--- src/rtl/lfsr_prbs_gen.sv ---
// PRBS word generator: shared lfsr core driven by a two-state burst FSM with a
// valid/ready stream output. Optional error injection under PRBS_GEN_ERR_INJECT_EN.

module lfsr #(
    parameter int                    LFSR_WIDTH        = 31,
    parameter logic [LFSR_WIDTH-1:0] LFSR_POLY         = 31'h10000001,
    parameter                        LFSR_CONFIG       = "FIBONACCI",
    parameter int                    LFSR_FEED_FORWARD = 0,
    parameter int                    REVERSE           = 0,
    parameter int                    DATA_WIDTH        = 8,
    parameter                        STYLE             = "AUTO"
) (
    input  logic [DATA_WIDTH-1:0] data_in,
    input  logic [LFSR_WIDTH-1:0] state_in,
    output logic [DATA_WIDTH-1:0] data_out,
    output logic [LFSR_WIDTH-1:0] state_out
);
    localparam bit GALOIS = (LFSR_CONFIG == "GALOIS");
    localparam bit REDUCE = (STYLE == "REDUCTION");
    localparam bit FFWD   = (LFSR_FEED_FORWARD != 0);
    // Fibonacci: poly bit j taps state bit j-1; top term is implicit.
    localparam logic [LFSR_WIDTH-1:0] FIB_TAPS = LFSR_POLY >> 1;
    localparam logic [LFSR_WIDTH-1:0] GAL_TAPS = LFSR_POLY & ~{{(LFSR_WIDTH-1){1'b0}}, 1'b1};

    logic [LFSR_WIDTH-1:0] s_in, s;
    logic [DATA_WIDTH-1:0] d_in, o;
    logic                  fb, nb;

    for (genvar i = 0; i < LFSR_WIDTH; i++) begin : g_srev
        assign s_in[i]      = (REVERSE != 0) ? state_in[LFSR_WIDTH-1-i] : state_in[i];
        assign state_out[i] = (REVERSE != 0) ? s[LFSR_WIDTH-1-i] : s[i];
    end
    for (genvar i = 0; i < DATA_WIDTH; i++) begin : g_drev
        assign d_in[i]     = (REVERSE != 0) ? data_in[DATA_WIDTH-1-i] : data_in[i];
        assign data_out[i] = (REVERSE != 0) ? o[DATA_WIDTH-1-i] : o[i];
    end

    // One serial step per data bit, first bit lands in the output MSB.
    always_comb begin
        s  = s_in;
        o  = '0;
        fb = 1'b0;
        nb = 1'b0;
        for (int i = DATA_WIDTH-1; i >= 0; i--) begin
            fb = s[LFSR_WIDTH-1] ^ d_in[i];
            if (!GALOIS) begin
                if (REDUCE) begin
                    fb = fb ^ (^(s & FIB_TAPS));
                end else begin
                    for (int j = 0; j < LFSR_WIDTH-1; j++)
                        if (FIB_TAPS[j]) fb = fb ^ s[j];
                end
            end
            nb = FFWD ? d_in[i] : fb;
            if (GALOIS) s = {s[LFSR_WIDTH-2:0], nb} ^ (GAL_TAPS & {LFSR_WIDTH{fb}});
            else        s = {s[LFSR_WIDTH-2:0], nb};
            o = (o << 1) | DATA_WIDTH'(fb);
        end
    end
endmodule

module lfsr_prbs_gen #(
    parameter int                    LFSR_WIDTH  = 31,
    parameter logic [LFSR_WIDTH-1:0] LFSR_POLY   = 31'h10000001,
    parameter logic [LFSR_WIDTH-1:0] LFSR_INIT   = {LFSR_WIDTH{1'b1}},
    parameter                        LFSR_CONFIG = "FIBONACCI",
    parameter int                    REVERSE     = 0,
    parameter int                    INVERT      = 1,
    parameter int                    DATA_WIDTH  = 8,
    parameter                        STYLE       = "AUTO"
) (
    input  logic                  clk,
    input  logic                  rst_n,
    input  logic                  start,
    input  logic                  stop,
    input  logic [15:0]           burst_len,
    output logic [DATA_WIDTH-1:0] m_data,
    output logic                  m_valid,
    input  logic                  m_ready,
`ifdef PRBS_GEN_ERR_INJECT_EN
    input  logic                  err_inject,
`endif
    output logic                  busy,
    output logic                  done,
    output logic [31:0]           word_count
);
    typedef enum logic {IDLE, RUN} state_t;

    state_t                state;
    logic [LFSR_WIDTH-1:0] lfsr_q, lfsr_next;
    logic [DATA_WIDTH-1:0] lfsr_data, next_word;
    logic [15:0]           len_q;
    logic                  stop_pend;
    logic                  hs, last, load, leave, inj_flip;

    // lfsr_q sits at LFSR_INIT whenever IDLE, so one core serves both burst start and run.
    lfsr #(
        .LFSR_WIDTH(LFSR_WIDTH), .LFSR_POLY(LFSR_POLY), .LFSR_CONFIG(LFSR_CONFIG),
        .LFSR_FEED_FORWARD(0), .REVERSE(REVERSE), .DATA_WIDTH(DATA_WIDTH), .STYLE(STYLE)
    ) u_lfsr (
        .data_in  ('0),
        .state_in (lfsr_q),
        .data_out (lfsr_data),
        .state_out(lfsr_next)
    );

    assign hs    = m_valid && m_ready;
    assign last  = ((len_q != 16'd0) && ((word_count + 32'd1) == {16'd0, len_q})) || stop_pend;
    assign load  = ((state == IDLE) && start) || ((state == RUN) && hs && !last);
    assign leave = (state == RUN) && hs && last;
    assign next_word = ((INVERT != 0) ? ~lfsr_data : lfsr_data) ^ DATA_WIDTH'(inj_flip);

`ifdef PRBS_GEN_ERR_INJECT_EN
    logic inj_d, inj_arm;
    // A fresh rising edge applies to a load on the same clock; otherwise it waits armed.
    assign inj_flip = inj_arm || (err_inject && !inj_d);

    always_ff @(posedge clk or negedge rst_n) begin
        if (!rst_n) begin
            inj_d   <= 1'b0;
            inj_arm <= 1'b0;
        end else begin
            inj_d <= err_inject;
            if (leave || load)              inj_arm <= 1'b0;
            else if (err_inject && !inj_d)  inj_arm <= 1'b1;
        end
    end
`else
    assign inj_flip = 1'b0;
`endif

    always_ff @(posedge clk or negedge rst_n) begin
        if (!rst_n) begin
            state      <= IDLE;
            lfsr_q     <= LFSR_INIT;
            m_data     <= '0;
            m_valid    <= 1'b0;
            busy       <= 1'b0;
            done       <= 1'b0;
            stop_pend  <= 1'b0;
            word_count <= '0;
            len_q      <= '0;
        end else begin
            done <= 1'b0;
            case (state)
                IDLE: begin
                    if (start) begin
                        state      <= RUN;
                        m_data     <= next_word;
                        m_valid    <= 1'b1;
                        lfsr_q     <= lfsr_next;
                        word_count <= '0;
                        len_q      <= burst_len;
                        busy       <= 1'b1;
                        stop_pend  <= 1'b0;
                    end
                end
                RUN: begin
                    if (stop) stop_pend <= 1'b1;
                    if (hs) begin
                        if (word_count != 32'hFFFF_FFFF) word_count <= word_count + 32'd1;
                        if (last) begin
                            state     <= IDLE;
                            m_valid   <= 1'b0;
                            busy      <= 1'b0;
                            done      <= 1'b1;
                            stop_pend <= 1'b0;
                            lfsr_q    <= LFSR_INIT;
                        end else begin
                            m_data <= next_word;
                            lfsr_q <= lfsr_next;
                        end
                    end
                end
                default: state <= IDLE;
            endcase
        end
    end
endmodule

--- config.mk ---
export PLATFORM = sky130hd
export DESIGN_NAME = lfsr_prbs_gen
export DESIGN_NICKNAME = d
export VERILOG_FILES = /design/src/rtl/lfsr_prbs_gen.sv
export SDC_FILE = /design/constraint.sdc
export NUM_CORES = 1
export LEC_CHECK = 0
export ABC_AREA = 1
export CELL_PAD_IN_SITES_DETAIL_PLACEMENT = 1
export CELL_PAD_IN_SITES_GLOBAL_PLACEMENT = 1
export CORE_MARGIN = 5
export CORE_UTILIZATION = 38
export CTS_BUF_LIST = sky130_fd_sc_hd__clkbuf_8
export CTS_CLUSTER_SIZE = 14
export DETAILED_ROUTE_END_ITERATION = 8
export MAX_ROUTING_LAYER = met4
export PLACE_DENSITY_LB_ADDON = 0.1
export SYNTH_ARGS = -nofsm -noshare
export SYNTH_HDL_FRONTEND = slang
export SYNTH_SLANG_ARGS = --single-unit
export TNS_END_PERCENT = 10
--- constraint.sdc ---
create_clock -name clk -period 2.3 [get_ports clk]
set_clock_uncertainty 0.05 [all_clocks]
set_input_delay 0.46 -clock clk [delete_from_list [all_inputs] [get_ports clk]]
set_output_delay 0.46 -clock clk [all_outputs]
set_load 0.01 [all_outputs]
==> impl_metrics.json, run 1 <==
{
  "fp.dieArea_mm2": 0.0167,
  "globalplace.congestion": 0.892,
  "path_class": "reg2reg",
  "antenna_found_initial": 0,
  "synthSimpleGateAreaFrac": 0.390,
  "cap_violations": 0,
  "r2r_slack_ns": -0.29,
  "grt_util_all_layers": 0.241,
  "htree_levels": 3,
  "p_leak_uw": 0.00378,
  "slew_violations": 0,
  "root_buffer": "clkbuf_8",
  "antenna_cells": 0,
  "cts.sinks": 91,
  "fp.dieW_um": 129,
  "numCtsBuffers": 9,
  "drive_above_1_share": 0.315,
  "relSlewSlack": 0.696,
  "wl_um": 19700,
  "layoutNonFillerInstCount": 1137,
  "rsz0062_at_grt": "true",
  "combPwrFrac": 0.509,
  "synth-compound-area-share": 0.0555,
  "seq_power_share": 0.344,
  "crit_arrival_ns": 2.86,
  "ioPinCount": 64,
  "max_freq_mhz": 386,
  "ir_worst_vdd_v": 0.000561,
  "netlist_instances": 760,
  "setup_viol": 44,
  "synth_top_family_by_area": "simple AND/OR/NAND/NOR gates",
  "worstRegToRegCells": 19,
  "cp-start-kind": "register",
  "insertion_delay_ns": 0.38,
  "muxShareOfSynthArea": 0,
  "cp-end-kind": "register",
  "cp_max_fo": 8,
  "fin_crit_ns": 2.59,
  "clkSlewWorstSetupHoldPaths_ns": 0.09,
  "hold_viol": 0,
  "via_per_inst": 5.04,
  "synth_top_area_cell": "dfrtp_1",
  "hp-class": "reg2reg",
  "finalSetupTns_ns": -10.73,
  "avgSynthCellArea_um2": 7.12,
  "ant_nets": 0,
  "swShare": 0.427,
  "synth_fa_ha_area_frac": 0.00231,
  "dp.cells": 1108,
  "drc": 0,
  "ys_types": 34,
  "ys_warn_count": 0,
  "seq_area_frac_synth": 0.428,
  "grt_pass1_vias": 6166,
  "overflow": 0,
  "yosys_register_bits": 91,
  "grt_max_degree": 33,
  "nFillCells": 1730,
  "num_rows": 43,
  "timing.final.ws_setup_ns": -0.292,
  "p_switching_uw": 3320,
  "min_path_cells": 2,
  "clockPowerShare": 0.148,
  "netlist_top_cells_area": "dfrtp_1 28%, nand2_1 19%, dfstp_2 15%",
  "dpl.hpwl_um": 14600,
  "holdCritStartpoint": "lfsr_q[0]",
  "syn2layout_area_growth_pct": 45.3,
  "crit_required_ns": 2.57,
  "syn-num-nets": 782,
  "core_mm2": 0.0139,
  "fp.dieH_um": 129,
  "synth.top_cell.area_share": 0.278,
  "power_density_mw_per_mm2": 988,
  "timing.rr.end": "lfsr_q[27]",
  "wl_per_cell_um": 17.3,
  "syn_area_mm2": 0.00541,
  "intPower_uw": 4450,
  "drt_iter0_markers": 429,
  "tightestPinTransition_ns": 0.456,
  "layout_worst_path_cycle_share": 1.13,
  "clk_path_buf_depth": 2,
  "nets": 974,
  "cts_tree": "built",
  "grt_pass1_wl_um": 30900,
  "portBuffers": 63,
  "hold_end": "lfsr_q[0]",
  "dr.pass1.iters": 4,
  "yosys.area_share.xor_xnor": 0.0252,
  "num_vias": 5729,
  "status": "finished, violations left",
  "initial_core_util": 0.388,
  "violations": "negative setup slack",
  "r2r-start": "word_count[0]"
}
cell usage after synthesis (all sizes together):
| cell | count |
|---|---|
| clkbuf | 13 |
| clkinv | 4 |
| nand2 | 279 |
| buf | 10 |
| xor2 | 3 |
| o21ai | 34 |
| a21oi | 2 |
| nor2 | 76 |
| dfrtp | 60 |
| xnor3 | 1 |
| nand4 | 9 |
| nand3b | 3 |
| nand3 | 87 |
| ha | 1 |
| nor4 | 1 |
| xnor2 | 10 |
| dfstp | 31 |
| and3 | 1 |
| inv | 107 |
| o31ai | 15 |
| or2 | 8 |
| nor3 | 1 |
| o21bai | 1 |
| and2 | 3 |
registers in the layout, indices dropped and copies added, names as in the netlist:
signal / cells
m_data: 8
word_count: 32
len_q: 16
busy: 1
state: 1
done: 1
stop_pend: 1
lfsr_q: 31
placed cells by master, fill, tap and decap left out, types with 2 or more instances in the layout:
cell type,instances
a21oi_1,2
and2_1,3
buf_12,6
buf_4,125
buf_6,8
clkbuf_16,2
clkbuf_8,10
clkdlybuf4s50_1,62
clkinv_1,3
dfrtp_1,56
dfrtp_2,4
dfstp_2,31
inv_1,105
inv_2,5
nand2_1,247
nand2_2,24
nand2_4,7
nand3_1,56
nand3_2,29
nand3_4,2
nand3b_1,3
nand4_1,9
nor2_1,45
nor2_2,16
nor2_4,15
o21ai_0,30
o21ai_1,2
o31ai_1,15
or2_2,8
xnor2_1,10
xor2_1,2
power groups by stage:
| stage | Combinational, µW | Clock, µW | Sequential, µW |
|---|---|---|---|
| finish | 3950 | 1150 | 2670 |
| global route | 4350 | 1250 | 2730 |
| floorplan | 2020 | 0 | 2620 |
| global placement | 3340 | 0 | 2630 |
| detailed placement | 3480 | 0 | 2660 |
| CTS | 3570 | 1180 | 2640 |
cell families (layout without fill, tap and decap cells):
| group | Yosys count | after routing |
|---|---|---|
| and+or+nand+nor | 468 | 468 |
| buffers and inverters | 134 | 331 |
| DFF | 91 | 91 |
| AOI/OAI and AO/OA | 52 | 52 |
| xor gates and xnor gates | 14 | 14 |
| adders and majority gates | 1 | 1 |
worst max-delay path, stage by stage, from the launching register on:
cell,delay (ns)
dfrtp_1,0.44
ha_4,0.19
nand2_4,0.06
nor2_4,0.18
buf_6,0.15
nand2_4,0.07
nand3_1,0.08
nand2_1,0.08
nor2_2,0.13
nand2_1,0.10
nor2_2,0.13
nand3_2,0.11
nor2_4,0.10
nand3_2,0.10
nand2_4,0.11
nand2_8,0.10
clkbuf_16,0.19
nand3_2,0.06
nand2_1,0.06
inv_1,0.05
layout make-up:
cell class | instances | area [µm²] | share of cell area
repair buffers | 204 | 1830 | 0.233
flip-flops and latches | 91 | 2320 | 0.295
clock inverters | 6 | 58.8 | 0.00748
multi-input cells | 535 | 2870 | 0.365
clock buffers | 10 | 138 | 0.0175
inverters | 111 | 419 | 0.0533
well taps | 180 | 225 | 0.0287
layer usage:
metal,track usage,wire [µm],vias up
met5,-,0,-
met4,0.0902,555,0
met3,0.0297,683,37
met2,0.394,9640,121
met1,0.307,8770,2826
li1,-,-,2745
stage by stage:
stage	setup WS, ns	utilization	hold WS, ns	instance area [µm²]	total power [µW]
floorplan	0.0388	-	0.114	5410	4640
global placement	-0.591	0.516	0.392	7180	5970
detailed placement	-0.651	0.516	0.384	7180	6140
CTS	-0.318	0.535	0.427	7450	7380
global route	-0.424	0.564	0.440	7860	8330
finish	-0.292	0.564	0.424	7860	7770
worst max path at each step:
| stage | from | end | slack, ns | depth (start not counted) |
|---|---|---|---|---|
| global route | word_count[0] | lfsr_q[27] | -0.42 | 20 |
| CTS | word_count[1] | m_data[5] | -0.32 | 18 |
| global placement | word_count[0] | m_data[5] | -0.59 | 19 |
| detailed placement | word_count[1] | m_data[5] | -0.65 | 19 |
| finish | word_count[0] | lfsr_q[27] | -0.29 | 19 |
| floorplan | word_count[1] | m_data[0] | 0.04 | 16 |
what timing repair did:
| action | in CTS | in global routing |
|---|---|---|
| endpoints found under the hold margin | 28 | 0 |
| cloned | 0 | 2 |
| hold buffers | 1 | 0 |
| endpoints found under the setup margin | 43 | 66 |
| resized for setup | 17 | 86 |
| buffers inserted | 2 | 8 |
| pin swaps | 5 | 34 |
(Power assumes the default switching activity.)
==> run 2, diff against run 1 <==
CORE_MARGIN = not set   (was 5)
==> run 2 against run 1 <==
- the run still ends with negative setup slack left
- largest cell class unchanged
- hold slack better by 0.0068 ns
- sequential power hardly changed
- via count is 1.3% lower
==> impl_metrics.json, run 2 (synthesis gave the netlist of run 1 again) <==
{
  "p_leak_uw": 0.00370,
  "syn2layout_area_growth_pct": 43.5,
  "power_density_mw_per_mm2": 1020,
  "path_cells": "buf_6 > nand2_4 > nor2_4 > buf_6 > nand2_4 > nor2_4 > nand2_1 > nand2_1 > nand2_2 > nor2_4 > nand3_2 > nor2_2 > nand3_2 > nand2_4 > nand2_8 > buf_12 > nand3_2 > nand2_1 > inv_1",
  "portBuffers": 63,
  "globalplace.congestion": 0.908,
  "htree_levels": 3,
  "violations": "negative setup slack",
  "layout_worst_path_cycle_share": 1.16,
  "worstRegToRegCells": 19,
  "max_freq_mhz": 375,
  "ir_worst_vdd_v": 0.000561,
  "path_class": "reg2reg",
  "root_buffer": "clkbuf_8",
  "wl_per_cell_um": 17.7,
  "relSlewSlack": 0.691,
  "final_common_cell": "nand2_1",
  "overflow": 0,
  "via_per_inst": 5.04,
  "core_mm2": 0.0139,
  "tightestPinTransition_ns": 0.461,
  "grt_max_degree": 33,
  "wl_met3_um": 570,
  "fp.dieH_um": 121,
  "cp-endpoint": "lfsr_q[9]",
  "antenna_found_initial": 0,
  "status": "finished, violations left",
  "layout_common_cells": "241 x nand2_1, 114 x buf_4, 101 x inv_1",
  "cts_tree": "built",
  "num_rows": 43,
  "fp.dieW_um": 121,
  "cts.sinks": 91,
  "grt_util_all_layers": 0.283,
  "drt_iter0_markers": 252,
  "drive_above_1_share": 0.316,
  "cap_violations": 0,
  "cp_max_fo": 7,
  "initial_core_util": 0.390,
  "insertion_delay_ns": 0.40,
  "critPathMaxStageDelay_ns": 0.42,
  "antenna_cells": 0,
  "clkSlewWorstSetupHoldPaths_ns": 0.10,
  "timing.final.ws_setup_ns": -0.365,
  "drc": 0,
  "clk_path_buf_depth": 2,
  "largest_register": "word_count",
  "largest_register_ffs": 32,
  "dr.pass1.iters": 4,
  "dp.cells": 1085,
  "num_vias": 5657,
  "nets": 960,
  "hold_viol": 0,
  "fp.dieArea_mm2": 0.0147,
  "crit_required_ns": 2.59,
  "timing.rr.end": "lfsr_q[9]",
  "critPathSlowestCell": "dfrtp_1",
  "slew_violations": 0,
  "wl_um": 19900,
  "numCtsBuffers": 9,
  "ant_nets": 0,
  "place_ws_ns": -0.582,
  "setup_viol": 44,
  "holdCritStartpoint": "lfsr_q[4]",
  "hp-class": "reg2reg",
  "total_power_uw": 7940,
  "rsz0062_at_grt": "true",
  "crit_arrival_ns": 2.95,
  "wl_met1_um": 8930,
  "r2r_slack_ns": -0.36,
  "layoutNonFillerInstCount": 1123,
  "met2WireLength_um": 9800,
  "grt_pass1_vias": 5957,
  "critPathLaunch": "word_count[1]",
  "fin_util": 0.559,
  "dpl.hpwl_um": 14200,
  "top_layer": "met4",
  "fin_crit_ns": 2.66,
  "r2r-start": "word_count[1]",
  "cp-start-kind": "register",
  "largest_registers": "word_count (32), lfsr_q (31), len_q (16)",
  "grt_pass1_wl_um": 30400,
  "ioPinCount": 64,
  "cp-end-kind": "register"
}
## run 2: metrics by stage
| step | hold slack, ns | cell area [µm²] | TNS (ns) |
|---|---|---|---|
| 5_1_grt | 0.441 | 7760 | -20.78 |
| 6_report | 0.430 | 7760 | -14.00 |
| 2_1_floorplan | 0.114 | 5410 | 0 |
| 4_1_cts | 0.428 | 7480 | -11.20 |
| 3_3_place_gp | 0.382 | 6990 | -20.61 |
| 3_5_place_dp | 0.382 | 6990 | -23.42 |
## run 2: worst max-delay path, delay by kind of cell (launching register included)
kind / cells / cell delay [ns]
AND/OR/NAND/NOR: 15 / 1.63
flip-flops: 1 / 0.42
buffers and inverters: 4 / 0.50
## run 2: worst min path at each step
| stage | slack, ns | to | cells past startpoint |
|---|---|---|---|
| 3_3_place_gp | 0.38 | word_count[21] | 1 |
| 2_1_floorplan | 0.11 | busy | 0 |
| 4_1_cts | 0.43 | lfsr_q[4] | 2 |
| 6_report | 0.43 | lfsr_q[4] | 2 |
| 3_5_place_dp | 0.38 | word_count[21] | 1 |
| 5_1_grt | 0.44 | lfsr_q[3] | 2 |
## run 2: layer usage
layer | track usage | vias to the layer above
met3 | 0.0301 | 37
met1 | 0.358 | 2778
met4 | 0.118 | 0
li1 | - | 2717
met2 | 0.460 | 125
met5 | - | -
## run 2: what timing repair did
item                                    in CTS  in global routing
pin swaps                                   16                 32
cloned                                       2                  1
setup buffers                               11                  7
endpoints found under the setup margin      44                 70
endpoints found under the hold margin       25                  0
hold buffers                                 1                  0
resized for setup                           45                 64
## run 2: final cells by class
| type | instances | area [µm²] |
|---|---|---|
| fill | 1760 | 6120 |
| multi-input combinational | 535 | 2880 |
| sequential | 91 | 2320 |
| timing repair buffer | 190 | 1710 |
| inverter | 111 | 420 |
| tap | 180 | 225 |
| clock buffer | 10 | 138 |
| clock inverter | 6 | 67.6 |
## run 2: report_power, final
part / switching (µW) / leakage (µW) / internal, µW
clock network: 661 / 0.000108 / 543
registers: 359 / 0.00110 / 2290
logic: 2440 / 0.00248 / 1640
